$ cat config.mk
export PLATFORM = sky130hd
export DESIGN_NAME = pipe_stage_buffer
export DESIGN_NICKNAME = d
export VERILOG_FILES = /design/src/rtl/nand_cpu_pkg.sv /design/src/rtl/sat_counter.sv /design/src/rtl/pipe_stage_buffer.sv
export SDC_FILE = /design/constraint.sdc
export NUM_CORES = 1
export LEC_CHECK = 0
export CAP_MARGIN = 20
export CORE_AREA = 5 5 75 77
export CTS_BUF_LIST = sky130_fd_sc_hd__clkbuf_16
export CTS_CLUSTER_DIAMETER = 80
export CTS_CLUSTER_SIZE = 14
export DETAILED_ROUTE_END_ITERATION = 16
export DIE_AREA = 0 0 80 82
export GPL_TIMING_DRIVEN = 0
export SLEW_MARGIN = 0
export SYNTH_ARGS = -nofsm -noshare
export SYNTH_HDL_FRONTEND = slang
export SYNTH_SLANG_ARGS = --single-unit
export TNS_END_PERCENT = 20
$ cat constraint.sdc
create_clock -name clk -period 2.2 [get_ports clk]
set_input_delay 0.44 -clock clk [delete_from_list [all_inputs] [get_ports clk]]
set_output_delay 0.44 -clock clk [all_outputs]
set_load 0.01 [all_outputs]
$ cat src/rtl/nand_cpu_pkg.sv
`default_nettype none
//------------------------------------------------------------------------------
// Module      : nand_cpu_pkg
// Description : Shared definitions for the pipeline: the payload types carried
//               between stages and the depth limit of the inter-stage buffer.
// Revision    : 1.0 - initial release
//------------------------------------------------------------------------------
package nand_cpu_pkg;

    // Largest legal entry count for pipe_stage_buffer
    localparam int c_PSB_DEPTH_MAX = 8;

    // Fetch/decode -> register read
    typedef struct packed {
        logic [7:0] pc;
        logic [7:0] instr;
    } pr_pass_t;

    // Register read -> execute
    typedef struct packed {
        logic [7:0] pc;
        logic [3:0] opcode;
        logic [7:0] op_a;
        logic [7:0] op_b;
        logic [2:0] rd;
    } act_pass_t;

    // Execute -> writeback
    typedef struct packed {
        logic [7:0] result;
        logic [2:0] rd;
        logic       we;
    } writeback_t;

endpackage : nand_cpu_pkg
`default_nettype wire

$ cat src/rtl/sat_counter.sv
`default_nettype none
//------------------------------------------------------------------------------
// Module      : sat_counter
// Description : Event counter that sticks at its all-ones maximum and clears
//               on synchronous reset.
// Revision    : 1.0 - initial release
//------------------------------------------------------------------------------
module sat_counter #(
    parameter int WIDTH = 16
) (
    input  logic             clk,
    input  logic             rst,
    input  logic             i_inc,
    output logic [WIDTH-1:0] o_count
);

    logic [WIDTH-1:0] r_count;

    // Count qualifying cycles, holding once the maximum is reached
    always_ff @(posedge clk) begin
        if (rst) begin
            r_count <= '0;
        end else if (i_inc && (r_count != {WIDTH{1'b1}})) begin
            r_count <= r_count + WIDTH'(1);
        end
    end

    assign o_count = r_count;

endmodule : sat_counter
`default_nettype wire

$ cat src/rtl/pipe_stage_buffer.sv
`default_nettype none
//------------------------------------------------------------------------------
// Module      : pipe_stage_buffer
// Description : Small valid/ready FIFO placed between pipeline stages, with
//               flush for redirects. No same-cycle bypass; outputs come from
//               registers only.
//               Optional macro PIPE_STAGE_BUFFER_STATS_EN adds stall and
//               flush statistics counters.
// Revision    : 1.0 - initial release
//------------------------------------------------------------------------------
module pipe_stage_buffer
    import nand_cpu_pkg::*;
#(
    parameter int DATA_W = 16,
    parameter int DEPTH  = 2
) (
    input  logic                       clk,
    input  logic                       rst,
    input  logic                       i_valid,
    input  logic [DATA_W-1:0]          i_data,
    output logic                       o_ready,
    input  logic                       i_flush,
    output logic                       o_valid,
    output logic [DATA_W-1:0]          o_data,
    input  logic                       i_ready,
    output logic [$clog2(DEPTH+1)-1:0] o_count
`ifdef PIPE_STAGE_BUFFER_STATS_EN
    ,
    output logic [31:0]                o_stall_cycles,
    output logic [15:0]                o_flush_count
`endif
);

    // A single-entry buffer still needs a one-bit pointer
    localparam int CNT_W = $clog2(DEPTH + 1);
    localparam int PTR_W = (DEPTH > 1) ? $clog2(DEPTH) : 1;

    localparam logic [CNT_W-1:0] c_DEPTH    = CNT_W'(DEPTH);
    localparam logic [PTR_W-1:0] c_LAST_PTR = PTR_W'(DEPTH - 1);

    logic [DATA_W-1:0] r_mem [DEPTH];
    logic [PTR_W-1:0]  r_wr_ptr;
    logic [PTR_W-1:0]  r_rd_ptr;
    logic [CNT_W-1:0]  r_count;

    logic              w_push;
    logic              w_pop;
    logic [PTR_W-1:0]  w_wr_ptr_nxt;
    logic [PTR_W-1:0]  w_rd_ptr_nxt;

    // Handshake flags derive only from the occupancy register
    assign o_ready = (r_count < c_DEPTH);
    assign o_valid = (r_count != '0);
    assign o_count = r_count;

    // Flush suppresses both transfers in its cycle
    assign w_push = i_valid && o_ready && !i_flush;
    assign w_pop  = o_valid && i_ready && !i_flush;

    // Explicit wrap so non-power-of-two depths cycle correctly
    assign w_wr_ptr_nxt = (r_wr_ptr == c_LAST_PTR) ? '0 : r_wr_ptr + PTR_W'(1);
    assign w_rd_ptr_nxt = (r_rd_ptr == c_LAST_PTR) ? '0 : r_rd_ptr + PTR_W'(1);

    // Head payload is forced to zero whenever nothing is presented
    always_comb begin
        o_data = '0;
        if (o_valid) begin
            o_data = r_mem[r_rd_ptr];
        end
    end

    // Pointer and occupancy update; reset outranks flush, flush outranks traffic
    always_ff @(posedge clk) begin
        if (rst || i_flush) begin
            r_wr_ptr <= '0;
            r_rd_ptr <= '0;
            r_count  <= '0;
        end else begin
            if (w_push) begin
                r_wr_ptr <= w_wr_ptr_nxt;
            end
            if (w_pop) begin
                r_rd_ptr <= w_rd_ptr_nxt;
            end
            case ({w_push, w_pop})
                2'b10:   r_count <= r_count + CNT_W'(1);
                2'b01:   r_count <= r_count - CNT_W'(1);
                default: r_count <= r_count;
            endcase
        end
    end

    // Storage needs no reset: unread entries are masked by o_valid
    always_ff @(posedge clk) begin
        if (w_push) begin
            r_mem[r_wr_ptr] <= i_data;
        end
    end

`ifdef PIPE_STAGE_BUFFER_STATS_EN
    logic w_stall;
    assign w_stall = i_valid && !o_ready;

    sat_counter #(
        .WIDTH   (32)
    ) u_stall_cnt (
        .clk     (clk),
        .rst     (rst),
        .i_inc   (w_stall),
        .o_count (o_stall_cycles)
    );

    sat_counter #(
        .WIDTH   (16)
    ) u_flush_cnt (
        .clk     (clk),
        .rst     (rst),
        .i_inc   (i_flush),
        .o_count (o_flush_count)
    );
`endif

endmodule : pipe_stage_buffer
`default_nettype wire

### After elaboration in Yosys (flattened, before gate mapping)

Memory sizes are Yosys's and may differ from the RTL's. A register that Yosys moved wholly into a read port is not among the register bits.
Index checks and enable logic that the tools add are counted.

| storage, ports and cells | value |
|---|---|
| register bits | 4 |
| RAM bits | 32 |
| input bits | 21 |
| output and inout bits | 20 |
| word-level logic and storage cells | 27 |
| memories kept | 1 |

Memories:

| memory | words | bits a word | read ports | clocked after Yosys merged registers in | wr ports | line | RTL |
|---|---|---|---|---|---|---|---|
| r_mem | 2 | 16 | 1 | 1 | 1 | pipe_stage_buffer.sv:41 | `logic [DATA_W-1:0] r_mem [DEPTH];` |

| cells by class | value |
|---|---|
| $add $sub $neg | 4 |
| magnitude comparators | 1 |
| equality and inequality tests | 2 |
| multiplexer cells | 8 |
| reduce and logical (&&, ||, !) cells | 8 |

Operators by type and width:

| operator | count |
|---|---|
| 2-to-1 mux 16 bit | 1 |
| 2-to-1 mux 1 bit | 6 |
| logical AND 1 bit | 4 |
| case mux 2 bit (2 select lines) | 1 |
| nonzero test 2 bit | 2 |
| adder 1 bit, second input constant | 2 |
| adder 2 x 1 -> 2 bit, second input constant | 1 |
| == test 2 x 1 -> 1 bit, second input constant | 1 |
| == test 2 bit, second input constant | 1 |
| less-than comparator 2 bit, second input constant | 1 |
| subtractor 2 x 1 -> 2 bit, second input constant | 1 |
| logical NOT 1 bit | 1 |
| logical OR 1 bit | 1 |

### Logic depth before layout (Yosys ltp)

| logic depth | value |
|---|---|
| word-level depth | 5 |
| depth in mapped cells | 6 |
| gate-level depth less buffers | 6 |

### Worst setup path before layout

Ideal clock, no wire load.

| timing path | value |
|---|---|
| kind | input -> register |
| start point | input i_valid |
| end point | memory r_mem[1][0] (enable) |
| setup time | 389 ps |
| arrival | 1,428 ps |
| required time | 1,811 ps |
| path slack | 383 ps |
| stages | 3 |
| path buffers | 0 |
| cells stage by stage | nor2b_1 nand2b_1 nor2_1 |

| on the way | value |
|---|---|
| cells in the longest elaborated chain, start to end | 4 |

RTL lines:

| what | line | RTL |
|---|---|---|
| start: declaration | pipe_stage_buffer.sv:19 | `input logic i_valid,` |
| logical AND 1 bit (2 in a row) | pipe_stage_buffer.sv:57 | `assign w_push = i_valid && o_ready && !i_flush;` |
| 2-to-1 mux 1 bit | pipe_stage_buffer.sv:95 | `if (w_push) begin` |
| 2-to-1 mux 1 bit (not written as such) | pipe_stage_buffer.sv:96 | `r_mem[r_wr_ptr] <= i_data;` |
| end: declaration | pipe_stage_buffer.sv:41 |  |

Every way passes these cells.

==> flow_metrics.tcl <==
set metrics [dict create \
    worst_skew_pair.late_latency_ns 0.27 \
    antenna_cells 0 \
    cts_inserted_buffers 5 \
    vias_per_cell 4.09 \
    maximum_level_of_the_cts_h_tree 2 \
    max_freq_ghz 0.478 \
    postLayoutSetupSlackWorst_ns 0.110 \
    crit_arrival_ns 1.65 \
    number_of_antenna_violations_at_the_first_check_in_global_routing 0 \
    synthesized_area_fraction_occupied_by_adder_cells_pct 0.878 \
    finalWirelength_um 2880 \
    timing.hold.worst.class "reg2reg" \
    netlist_top_cells_area "edfxtp_1, mux2i_1, dfxtp_1" \
    firstDrtPassIters 4 \
    crit_path_kind "reg2out" \
    timing_hold_violations_final 0 \
    die_x_um 80 \
    synthMuxAreaShare_pct 11.2 \
    worst_clock_skew_ns 0.00393 \
    buffer_ports.inserted 40 \
    hpwl_um 2170 \
    io_pins 41 \
    first_iter_violations 40 \
    final.hold.worst_slack_ns 0.551 \
    gp_congestion 0.784 \
    grt_pass1_vias 997 \
    start_kind "flop" \
    synth_top_flop_cell "edfxtp_1" \
    cts-root-buf "clkbuf_16" \
    postSynthRegisterBits 37 \
    post_route_fraction_of_the_period_consumed_by_the_critical_path_pct 95.0 \
    drive_above_1_share_pct 9.72 \
    maximum_clock_insertion_buffer_count 2 \
    vias 875 \
    routed_wl_per_cell_um 13.5 \
    mean_area_per_synthesized_cell_um2 15.2 \
    synth_cell_types 16 \
    grt_first_pass_wirelength_um 4690 \
    synth_cells 94 \
    std_cell_rows 26 \
    placeableCoreArea_um2 4940 \
    fillCellCount 471 \
    critPathCaptureType "output port" \
    floorplan.die_area_um2 6560 \
    synth_area_in_xor_xnor_pct 2.46 \
    maxCapViolations 0 \
    grt.total_usage_pct 9.68 \
    post-layout-total-power_w 0.00168 \
    dpl_worst_slack_ns -0.186 \
    ys_warn_count 0 \
    ant_nets 0 \
    crit_required_ns 1.76 \
    finish_stage_setup_viols 0 \
    ctsHoldBuffers 0 \
    netlist.area_leader.share_pct 67.4 \
    grt_overflow 0 \
    num-nets-final 165 \
    worst_slew_pin_slew_ns 0.705 \
    peak_fanout_along_the_critical_path 16 \
    cts.sink_count 37 \
    ir_drop_mv 0.405 \
    tritoncts "built" \
    initial_utilization_pct 28.8 \
    rsz0062_at_grt "false" \
    cts.clk_slew.worst_paths_ns 0.05 \
    run_status "complete, no violations" \
    post-route-min-period_ns 2.09 \
    area_growth_pct 48.7 \
    synth_edf_count 32 \
    synth_async_sr_flop_share_pct 0 \
    synth_most_common_cell "edfxtp_1" \
    sequential_share_of_the_synthesized_area_pct 74.5 \
    synth.cells.most_frequent "edfxtp_1, nor2_1, mux2i_1" \
    grt_max_degree 12 \
    synth.largest_area_cell "edfxtp_1" \
    die_height_um 82 \
    synth_area_um2 1430 \
    synth_fp_nets 116 \
    powerDensity_nw_per_um2 793 \
    synthSimpleGateAreaFrac_pct 7.99 \
    combinational_family_with_the_most_area_after_synthesis "multiplexers" \
    synthesized_area_fraction_occupied_by_ao_oa_aoi_and_oai_cells_pct 1.23 \
    slew_headroom_pct 52.8 \
    finalMaxSlewViolations 0 \
    p_leak_nw 0.713 \
    detail_route.drc_violations 0 \
]
-- sequential cells by signal, indices dropped and copies added (netlist names), named ones only --
signal	flops
o_count	2
r_mem	32
r_rd_ptr	1
r_wr_ptr	1
-- what timing repair did --
item	4_1_cts	5_1_grt
setup buffers	0	1
resized for setup	8	3
endpoints found under the setup margin	17	11
pin swaps	0	1
-- cell usage in the layout (no fill, tap or decap), drive strengths merged --
| cell type | n |
|---|---|
| clkdlybuf4s50 | 39 |
| edfxtp | 32 |
| nor2 | 20 |
| mux2i | 16 |
| clkbuf | 6 |
| dfxtp | 5 |
| inv | 4 |
| nor3 | 4 |
| buf | 4 |
| o21ai | 2 |
| xor2 | 2 |
| xnor2 | 2 |
| nor2b | 1 |
| nand2b | 1 |
| or3 | 1 |
| a211oi | 1 |
| ha | 1 |
| bufinv | 1 |
| clkinv | 1 |
| dlymetal6s2s | 1 |
-- power breakdown --
group | internal, W | leakage, nW | total, W | switching, W
clock network | 0.000525 | 0.0826 | 0.000768 | 0.000243
registers | 0.000786 | 0.335 | 0.000793 | 0.00000700
logic | 0.0000688 | 0.295 | 0.000119 | 0.0000500
total | 0.00138 | 0.713 | 0.00168 | 0.000300
-- stage by stage --
step	TNS (ns)	instances	utilization [%]	cell area, um2
final	0	214	42.9	2120
after detailed placement	-4.27	206	39.1	1940
after floorplan	0	94	-	1430
after global placement	-16.51	204	38.7	1910
after global routing	0	214	42.9	2120
after CTS	0	214	42.8	2120
-- cell families after synthesis --
logic type                 count (synthesis)
AOI/OAI and AO/OA                          3
adders and majority gates                  1
DFF                                       37
buffers and inverters                      6
xor gates and xnor gates                   4
and+or+nand+nor                           27
muxes                                     16
-- critical path, cell delays in order, from the launching register on --
cell             delay [ns]
dfxtp_1                0.30
buf_4                  0.27
mux2i_1                0.12
nor2_1                 0.12
clkdlybuf4s50_1        0.56
-- path summary, 6_finish.rpt --
| path | from | endpoint | slack [ns] | depth (start not counted) |
|---|---|---|---|---|
| max reg2reg | o_count[1] | o_count[1] | 0.41 | 5 |
| max | flop | o_data[7] | 0.11 | 4 |
| min | o_count[1] | o_count[1] | 0.55 | 2 |
| min reg2reg | o_count[1] | o_count[1] | 0.55 | 2 |
-- cell type report --
type                       instances  area, um2  share of cell area, %
clock inverter                     3       37.5                   1.77
buffer                             2       15.0                  0.708
timing repair buffer              43        433                   20.4
inverter                           3       11.3                  0.531
multi-input combinational         51        347                   16.4
tap                               70       87.6                   4.13
clock buffer                       5        125                   5.90
sequential                        37       1060                   50.2
-- layer usage --
layer | track usage [%] | vias to the layer above | part of all wire [%]
li1 | - | 439 | -
met4 | 3.04 | 0 | 1.2
met5 | 0 | - | 0
met3 | 4.61 | 3 | 8.2
met1 | 9.90 | 395 | 42
met2 | 17.5 | 38 | 49
No activity file was read; power rests on OpenSTA's default activity.
